[src/rtl/operand_fetch_stage.sv]
// operand_fetch_stage: decode-to-execute pipeline stage.
// Reads source operands, resolves RAW hazards by forwarding from EX/MEM/WB,
// inserts a single bubble on a load-use dependency, and registers the
// resolved instruction into the ID/EX register behind a valid/ready handshake.
module operand_fetch_stage #(
  parameter int XLEN  = 32,
  parameter int CNT_W = 32
) (
  input  logic             clk,
  input  logic             rst,
  // decode side
  input  logic             in_valid,
  output logic             in_ready,
  input  logic [XLEN-1:0]  in_pc,
  input  logic [XLEN-1:0]  in_imm,
  input  logic [4:0]       in_rs1_addr,
  input  logic [4:0]       in_rs2_addr,
  input  logic             in_use_rs1,
  input  logic             in_use_rs2,
  input  logic [4:0]       in_rd_addr,
  input  logic             in_rd_we,
  input  logic             in_is_load,
  // register file read data
  input  logic [XLEN-1:0]  rf_rs1_data,
  input  logic [XLEN-1:0]  rf_rs2_data,
  // forwarding sources
  input  logic [4:0]       ex_rd_addr,
  input  logic             ex_rd_we,
  input  logic             ex_is_load,
  input  logic [XLEN-1:0]  ex_result,
  input  logic [4:0]       mem_rd_addr,
  input  logic             mem_rd_we,
  input  logic [XLEN-1:0]  mem_result,
  input  logic [4:0]       wb_rd_addr,
  input  logic             wb_rd_we,
  input  logic [XLEN-1:0]  wb_data,
  // redirect
  input  logic             flush,
  // execute side
  output logic             out_valid,
  input  logic             out_ready,
  output logic [XLEN-1:0]  out_pc,
  output logic [XLEN-1:0]  out_imm,
  output logic [XLEN-1:0]  out_op1,
  output logic [XLEN-1:0]  out_op2,
  output logic [4:0]       out_rd_addr,
  output logic             out_rd_we,
  output logic             out_is_load,
  output logic [CNT_W-1:0] stall_count
);

  // Forwarding priority: x0, then youngest producer (EX, non-load), MEM, WB,
  // finally the register file. WB bypass covers same-cycle write/read.
  function automatic logic [XLEN-1:0] resolve_operand(
    input logic [4:0]      addr,
    input logic [XLEN-1:0] rf_data,
    input logic [4:0]      ex_addr,
    input logic            ex_we,
    input logic            ex_load,
    input logic [XLEN-1:0] ex_val,
    input logic [4:0]      mem_addr,
    input logic            mem_we,
    input logic [XLEN-1:0] mem_val,
    input logic [4:0]      wb_addr,
    input logic            wb_we,
    input logic [XLEN-1:0] wb_val
  );
    logic [XLEN-1:0] result;
    if (addr == 5'd0) begin
      result = {XLEN{1'b0}};
    end else if (ex_we && (ex_addr == addr) && !ex_load) begin
      result = ex_val;
    end else if (mem_we && (mem_addr == addr)) begin
      result = mem_val;
    end else if (wb_we && (wb_addr == addr)) begin
      result = wb_val;
    end else begin
      result = rf_data;
    end
    return result;
  endfunction

  localparam logic [CNT_W-1:0] CNT_MAX = {CNT_W{1'b1}};
  localparam logic [CNT_W-1:0] CNT_ONE = {{(CNT_W-1){1'b0}}, 1'b1};

  logic [XLEN-1:0]  op1_s;
  logic [XLEN-1:0]  op2_s;
  logic             rs1_ex_hit_s;
  logic             rs2_ex_hit_s;
  logic             hazard_s;
  logic             hold_s;

  logic             valid_r;
  logic [XLEN-1:0]  pc_r;
  logic [XLEN-1:0]  imm_r;
  logic [XLEN-1:0]  op1_r;
  logic [XLEN-1:0]  op2_r;
  logic [4:0]       rd_addr_r;
  logic             rd_we_r;
  logic             is_load_r;
  logic [CNT_W-1:0] stall_r;

  // Resolve both source operands through the forwarding network.
  always_comb begin
    op1_s = resolve_operand(in_rs1_addr, rf_rs1_data,
                            ex_rd_addr, ex_rd_we, ex_is_load, ex_result,
                            mem_rd_addr, mem_rd_we, mem_result,
                            wb_rd_addr, wb_rd_we, wb_data);
    op2_s = resolve_operand(in_rs2_addr, rf_rs2_data,
                            ex_rd_addr, ex_rd_we, ex_is_load, ex_result,
                            mem_rd_addr, mem_rd_we, mem_result,
                            wb_rd_addr, wb_rd_we, wb_data);
  end

  // Detect a load in EX whose result the decode instruction needs now.
  always_comb begin
    rs1_ex_hit_s = in_use_rs1 && (in_rs1_addr == ex_rd_addr);
    rs2_ex_hit_s = in_use_rs2 && (in_rs2_addr == ex_rd_addr);
    hazard_s     = in_valid && ex_rd_we && ex_is_load &&
                   (ex_rd_addr != 5'd0) && (rs1_ex_hit_s || rs2_ex_hit_s);
    hold_s       = valid_r && !out_ready;
  end

  // Decode handshake: flush always drains decode, hold and hazard block it.
  always_comb begin
    in_ready = 1'b1;
    if (flush) begin
      in_ready = 1'b1;
    end else if (hold_s) begin
      in_ready = 1'b0;
    end else if (hazard_s) begin
      in_ready = 1'b0;
    end else begin
      in_ready = 1'b1;
    end
  end

  // ID/EX register: flush > hold > bubble > accept. Data fields only load on
  // accept so they stay stable while the register is empty.
  always_ff @(posedge clk or posedge rst) begin
    if (rst) begin
      valid_r   <= 1'b0;
      pc_r      <= {XLEN{1'b0}};
      imm_r     <= {XLEN{1'b0}};
      op1_r     <= {XLEN{1'b0}};
      op2_r     <= {XLEN{1'b0}};
      rd_addr_r <= 5'd0;
      rd_we_r   <= 1'b0;
      is_load_r <= 1'b0;
    end else if (flush) begin
      valid_r   <= 1'b0;
      rd_we_r   <= 1'b0;
    end else if (hold_s) begin
      valid_r   <= valid_r;
    end else if (hazard_s) begin
      valid_r   <= 1'b0;
      rd_we_r   <= 1'b0;
    end else if (in_valid) begin
      valid_r   <= 1'b1;
      pc_r      <= in_pc;
      imm_r     <= in_imm;
      op1_r     <= op1_s;
      op2_r     <= op2_s;
      rd_addr_r <= in_rd_addr;
      rd_we_r   <= in_rd_we;
      is_load_r <= in_is_load;
    end else begin
      valid_r   <= 1'b0;
      rd_we_r   <= 1'b0;
    end
  end

  // Count inserted load-use bubbles, saturating at all-ones.
  always_ff @(posedge clk or posedge rst) begin
    if (rst) begin
      stall_r <= {CNT_W{1'b0}};
    end else if (!flush && !hold_s && hazard_s && (stall_r != CNT_MAX)) begin
      stall_r <= stall_r + CNT_ONE;
    end else begin
      stall_r <= stall_r;
    end
  end

  // Drive outputs straight from registers.
  always_comb begin
    out_valid   = valid_r;
    out_pc      = pc_r;
    out_imm     = imm_r;
    out_op1     = op1_r;
    out_op2     = op2_r;
    out_rd_addr = rd_addr_r;
    out_rd_we   = rd_we_r;
    out_is_load = is_load_r;
    stall_count = stall_r;
  end

endmodule

[config.mk]
export PLATFORM = sky130hd
export DESIGN_NAME = operand_fetch_stage
export DESIGN_NICKNAME = d
export VERILOG_FILES = /design/src/rtl/operand_fetch_stage.sv
export SDC_FILE = /design/constraint.sdc
export NUM_CORES = 1
export LEC_CHECK = 0
export CORE_AREA = 5 5 165 167
export DETAILED_ROUTE_END_ITERATION = 10
export DIE_AREA = 0 0 170 172
export PLACE_DENSITY = 0.7
export SYNTH_ARGS = -nofsm -noshare
export SYNTH_HDL_FRONTEND = slang
export SYNTH_SLANG_ARGS = --single-unit
export TNS_END_PERCENT = 30
[constraint.sdc]
create_clock -name clk -period 6.2 [get_ports clk]
set_clock_uncertainty 0.05 [all_clocks]
set_input_delay 0.62 -clock clk [delete_from_list [all_inputs] [get_ports clk]]
set_output_delay 0.62 -clock clk [all_outputs]
set_load 0.05 [all_outputs]
== After elaboration in Yosys (flattened, before gate mapping) ==
Cells that the tools add are included.
Storage, ports and cells
  register bits: 168
  input port bits: 267
  word-level logic and storage cells: 69
Operators by class
  $add $sub $neg: 1
  equal/unequal tests: 10
  muxes and demuxes: 19
  bitwise logic cells: 3
  reduce and logical (&&, ||, !) cells: 27
Operators with widths (number)
  32-bit two-way mux: 8
  5-bit == test: 8
  32-bit by 1-bit adder with 32-bit output, second input constant: 1
  32-bit inequality test, second input constant: 1
  1-bit logical AND: 18
  1-bit two-way mux: 11
  5-bit zero test: 2
  5-bit nonzero test: 1
  1-bit zero test: 4
  4-bit AND reduction: 1
  1-bit NOT: 3
  2-bit inequality test, second input constant: 1
  1-bit logical OR: 1

== Logic depth before layout (Yosys ltp) ==
Gate-level depths: netlist of the first run.
  word-level depth: 7
  depth in mapped cells: 8

== Worst setup path after synthesis of the first run ==
Ideal clock, no wire load.
  path type: input -> output
  start: input ex_rd_addr[3]
  end: output in_ready
  arrival time: 1.788 ns
  path slack: 3.742 ns
  cell stages on the path: 5
  path through: xor2_1 -> nor3_1 -> a22oi_4 -> o21ai_0 -> nand2b_1
Between the ends
  cells in the longest elaborated chain, start to end: 7
Ends and longest elaborated chain
  start, declared: RTL line 27  | input logic [4:0] ex_rd_addr,
  5-bit == test (on tied branches): RTL line 117, 118
  1-bit logical AND (on tied branches): RTL line 117, 118
  1-bit logical OR: RTL line 120  | (ex_rd_addr != 5'd0) && (rs1_ex_hit_s || rs2_ex_hit_s);
  1-bit logical AND *: RTL line 120
  1-bit two-way mux *: RTL line 131  | end else if (hazard_s) begin
  1-bit two-way mux *: RTL line 129  | end else if (hold_s) begin
  1-bit two-way mux *: RTL line 127  | if (flush) begin
  end, declared: RTL line 13  | output logic in_ready,
Mark *: on every way between the ends. The rest lies on a longest branch, timed or not.

== Worst setup path in the final report of the first run ==
  start: input in_rs1_addr[0]
  end: output in_ready
Between the ends
  cells in the longest elaborated chain, start to end: 7
Ends and longest elaborated chain
  start, declared: RTL line 16  | input logic [4:0] in_rs1_addr,
  5-bit == test: RTL line 117  | rs1_ex_hit_s = in_use_rs1 && (in_rs1_addr == ex_rd_addr);
  1-bit logical AND: RTL line 117
  1-bit logical OR: RTL line 120
  1-bit logical AND: RTL line 120
  1-bit two-way mux: RTL line 131
  1-bit two-way mux: RTL line 129
  1-bit two-way mux: RTL line 127
No other way between the ends.

==> impl_metrics.ini, run 1 <==
[yosys]
synth.avg_cell_area_um2 = 9.56
synth_flop_cell = dfrtp_1
synth_nets = 1172
yosysTopAreaCell = dfrtp_1
synth_edf_count = 0
yosys-top-cells-count = nand2_1 (224), dfrtp_1 (168), a22oi_1 (64)
synthDistinctLibCells = 46
async_reset_ff_frac = 1.00
yosysMostFrequentCell = nand2_1
ys_top_cells_by_area = dfrtp_1 (49%), nand2_1 (9.7%), a22oi_1 (5.6%)
yosys_warnings = 0
syn_area_um2 = 8650
ys_ff_latch = 168
ys_seq_area_frac = 0.486
synthCells = 904
synth_top_area_share = 0.486

[worst_setup_path]
cp_max_fo = 7
reg2regPathDepth = 6
end_kind = output port
endpoint = in_ready
criticalPathCategory = in2out
worstReg2RegStart = stall_count[4]
crit_path_start_kind = input port
reg2reg_slack_ns = 3.54
r2r_end = stall_count[19]
arrival_ns = 3.02
timing.critical_path.from = in_rs1_addr[0]
required_ns = 5.53

[clock_tree]
clock_insertion_delay_worst_skew_ns = 0.43
htreeDepth = 4
clockBufferDepth = 2
clock_sinks = 168
cts_made_buffers = 17
clockRootBuffer = clkbuf_16
holdBufCountCts = 0
cts_tree = built
postCtsSetupRepairBufs = 0
cts_resized = 0
path_clk_slew_ns = 0.08

[global_route]
grt_max_degree = 94
grt_antenna_before_repair = 2
grt_pass1_wl_um = 50600
first_global_vias = 8826
grt_usage = 0.223
gr-total-overflow = 0

[pwr]
power_mw = 3.72
p_comb_frac = 0.356
p_leak_nw = 5.72
switchingPower_mw = 1.42
clockPowerShare = 0.288
power_frac_seq = 0.355
p_per_area_nw_per_um2 = 268
switching_share = 0.382
internal_power_mw = 2.30
irDropWorstVdd_uv = 166

[die]
die_y_um = 172
core_area_um2 = 25600
dieArea_um2 = 29200
floorplan.rows = 59
ioPinCount = 436
start_util = 0.338
die_w_um = 170

[sta]
whs_ns = 0.427
worst_slew_pin_slew_ns = 1.21
relSlewSlack = 0.189
fin_crit_ns = 3.69
fin_ws_ns = 2.51
max_freq_mhz = 271
fin_crit_sh = 0.596
slew_viol_final = 0
final-hold-violation-count = 0
setup_viol = 0
rsz0062_at_grt = no
setup_tns_ns = 0

[finish]
final-instance-count-excl-fill = 1662
final_util = 0.541
syn_to_final_growth_pct = 60.3
design_area_um2 = 13900
nNetsFinal = 1581
drive_above_1_share = 0.0686
fill_cells = 2301

[route]
wl_um = 34300
dr.pass1.iters = 4
drt_iter0_drc = 453
vias = 8495
ant_nets = 0
wl_per_cell_um = 20.6
drc_errors = 0
routed_via_density = 5.11

[place]
io_buffers = 435
placed_area_um2 = 13300
placedCellCount = 1629
dp_hpwl_um = 25500
finalWeightedCongestion = 0.872
place_ws_ns = 2.51

[status]
outcome = finished, final reports clean

[worst_hold_path]
hold_path_class = reg2reg

[job]
drv_cap = 0
flip-flops by register name, summed over array words and instances (netlist names):
signal / count
out_rd_addr: 5
out_op1: 32
stall_count: 32
out_is_load: 1
out_valid: 1
out_op2: 32
out_pc: 32
out_rd_we: 1
out_imm: 32
metal layers:
metal  wire length (µm)  track usage
met1              13200        0.258
met2              16800        0.391
met3               3150       0.0684
met4               1130       0.0861
met5                 13            0
cell usage in the layout (no fill, tap or decap), types with 3 or more instances in the layout:
cell,count
inv_8,5
nand2_1,224
mux2i_1,32
o31ai_1,32
nor4_1,5
clkinv_4,4
nand3_1,21
a211oi_1,32
nor2b_1,35
and3_1,6
inv_1,5
nor3_1,6
nand2b_1,3
a22oi_1,64
xnor2_1,33
nor2_1,43
and2_1,3
xor2_1,24
clkinv_8,3
clkdlybuf4s50_1,435
o21ai_0,36
nand4_1,15
clkbuf_16,17
buf_4,12
mux2_2,33
dfrtp_1,168
logic make-up after synthesis:
family / after synthesis / synth area share
buf+inv: 63 / 0.0333
mux: 65 / 0.0800
fa+ha+maj: 1 / 0.00145
xor+xnor: 57 / 0.0577
compound gates: 174 / 0.146
flops: 168 / 0.486
simple gates: 376 / 0.196
power by group through the flow:
stage | combinational, mW | clock (mW) | sequential, mW
2_1_floorplan | 0.248 | 0 | 1.84
3_3_place_gp | 1.32 | 0 | 1.34
3_5_place_dp | 1.33 | 0 | 1.34
4_1_cts | 1.33 | 1.10 | 1.32
5_1_grt | 1.39 | 1.14 | 1.34
6_report | 1.32 | 1.07 | 1.32
critical path, stage by stage:
cell             delay, ns
clkdlybuf4s50_1       0.65
xor2_1                0.22
nor3b_1               0.10
a22oi_4               0.38
o21ai_0               0.15
nand2b_1              0.09
clkdlybuf4s50_1       0.80
worst min path at each step:
stage / start / to / slack (ns) / depth (start not counted)
2_1_floorplan: in_imm[0] / out_imm[0] / 0.68 / 2
3_3_place_gp: out_pc[4] / out_pc[4] / 0.41 / 2
3_5_place_dp: out_pc[4] / out_pc[4] / 0.41 / 2
4_1_cts: rst / out_imm[29] / 0.42 / 2
5_1_grt: rst / out_imm[29] / 0.44 / 2
6_report: out_imm[11] / out_imm[11] / 0.43 / 2
layout make-up:
cell class | count | area (µm²) | share of cell area
diodes | 1 | 2.50 | 0.000181
clock buffers | 18 | 439 | 0.0317
clock inverters | 14 | 156 | 0.0113
inverters | 6 | 27.5 | 0.00199
multi-input cells | 673 | 4170 | 0.301
flip-flops and latches | 168 | 4200 | 0.303
well taps | 335 | 419 | 0.0302
repair buffers | 447 | 4440 | 0.321
Power figures use the tool's default switching activity.
==> run 2, diff against run 1 <==
--- a/config.mk
+++ b/config.mk
@@ -5,9 +5,9 @@
 export SDC_FILE = /design/constraint.sdc
 export NUM_CORES = 1
 export LEC_CHECK = 0
-export CORE_AREA = 5 5 165 167
+export CORE_AREA = 5 5 169 171
 export DETAILED_ROUTE_END_ITERATION = 10
-export DIE_AREA = 0 0 170 172
+export DIE_AREA = 0 0 174 176
 export PLACE_DENSITY = 0.7
 export SYNTH_ARGS = -nofsm -noshare
 export SYNTH_HDL_FRONTEND = slang
==> constraint.sdc (replaced) <==
create_clock -name clk -period 3.3 [get_ports clk]
set_clock_uncertainty 0.05 [all_clocks]
set_input_delay 0.33 -clock clk [delete_from_list [all_inputs] [get_ports clk]]
set_output_delay 0.33 -clock clk [all_outputs]
set_load 0.05 [all_outputs]
==> run 2 against run 1 <==
Net effect: worst setup slack worse by 1.8 ns; non-clock buffer count rose by 10; via count grew 0.87%; register-to-register slack worse by 2.9 ns; power grew 91%; critical path type is now reg2reg; largest cell class unchanged.
==> impl_metrics.ini, run 2 (synthesized netlist as in run 1, its figures left out) <==
[global_route]
grt_usage = 0.216
grt_pass1_wl_um = 52400
grt_max_degree = 82
gr-total-overflow = 0
first_global_vias = 9062
grt_antenna_before_repair = 7

[clock_tree]
clockRootBuffer = clkbuf_16
cts_resized = 0
clockBufferDepth = 2
clock_sinks = 168
path_clk_slew_ns = 0.08
clock_insertion_delay_worst_skew_ns = 0.43
cts_made_buffers = 17
htreeDepth = 4
holdBufCountCts = 0
postCtsSetupRepairBufs = 0
cts_tree = built

[sta]
worst_slew_pin_slew_ns = 0.739
rsz0062_at_grt = no
final-hold-violation-count = 0
setup_tns_ns = 0
fin_crit_sh = 0.793
max_freq_mhz = 382
setup_viol = 0
fin_crit_ns = 2.62
slew_viol_final = 0
relSlewSlack = 0.503

[finish]
syn_to_final_growth_pct = 62.9
drive_above_1_share = 0.0763
mostFrequentLayoutCells = clkdlybuf4s50_1 (434), nand2_1 (224), dfrtp_1 (168)
final_common_cell = clkdlybuf4s50_1
final_util = 0.527
nNetsFinal = 1591

[worst_setup_path]
reg2reg_slack_ns = 0.68
arrival_ns = 2.88
required_ns = 3.56
end_kind = flip-flop
r2r_end = stall_count[28]
reg2regPathDepth = 6
criticalPathCategory = reg2reg
worstReg2RegStart = stall_count[4]
cp_max_fo = 8
crit_path_start_kind = flip-flop

[route]
drt_iter0_drc = 465
vias = 8569
wl_met1_um = 13000
drc_errors = 0
top_layer = met5
routed_via_density = 5.11
wl_per_cell_um = 20.4
dr_wl_met2_um = 16800
ant_nets = 0
dr_wl_met3_um = 3320
dr.pass1.iters = 4
wl_um = 34300

[job]
drv_cap = 0

[die]
start_util = 0.324
die_y_um = 176
floorplan.rows = 60
dieArea_um2 = 30600
ioPinCount = 436
core_area_um2 = 26700
die_w_um = 174

[status]
outcome = finished, final reports clean

[pwr]
p_leak_nw = 5.82
p_per_area_nw_per_um2 = 505
irDropWorstVdd_uv = 259

[place]
io_buffers = 435
dp_hpwl_um = 26000
finalWeightedCongestion = 0.925

[worst_hold_path]
hold_path_class = in2async
-- run 2: report_power, final --
part | internal (mW) | switching [mW] | total, mW | leakage [nW]
Sequential | 2.33 | 0.160 | 2.48 | 2.14
Combinational | 0.968 | 1.54 | 2.51 | 3.37
Clock | 1.11 | 1.01 | 2.12 | 0.306
Total | 4.40 | 2.71 | 7.11 | 5.82
-- run 2: area by class of cell --
cell class	count	area, µm²
multi-input cells	673	4170
clock buffers	17	425
fillers	2460	12600
flip-flops and latches	168	4200
diodes	1	2.50
clock inverters	15	208
inverters	6	26.3
well taps	341	427
repair buffers	457	4620
-- run 2: critical path: stages (launching register included) --
cell and delay, ns:
dfrtp_1 0.44, nand4_1 0.14, nor4_1 0.68, and3_1 0.33
nor4b_4 0.49, nand4_1 0.20, xnor2_1 0.17
-- run 2: routing by layer --
metal  vias to the layer above  GRT usage
met3                        70     0.0831
met5                         -          0
li1                       3992          -
met4                        12     0.0828
met2                       391      0.377
met1                      4104      0.240
-- run 2: stage by stage --
step | instances | cell area [µm²] | total power [mW] | setup WS [ns] | hold slack [ns]
global placement | 1645 | 13400 | 5.02 | 0.433 | 0.407
CTS | 1677 | 14100 | 7.20 | 0.648 | 0.341
finish | 1678 | 14100 | 7.11 | 0.684 | 0.330
floorplan | 904 | 8650 | 3.92 | 0.779 | 0.385
global route | 1678 | 14100 | 7.41 | 0.422 | 0.373
detailed placement | 1645 | 13400 | 5.05 | 0.407 | 0.411
-- run 2: worst max path at each step --
stage | from | end | slack (ns) | depth (start not counted)
after global routing | stall_count[4] | stall_count[28] | 0.42 | 6
after floorplan | rst | out_imm[0] | 0.78 | 1
final | stall_count[4] | stall_count[28] | 0.68 | 6
after CTS | stall_count[4] | stall_count[28] | 0.65 | 6
after global placement | mem_rd_addr[2] | out_op1[20] | 0.43 | 7
after detailed placement | mem_rd_addr[2] | out_op1[8] | 0.41 | 7
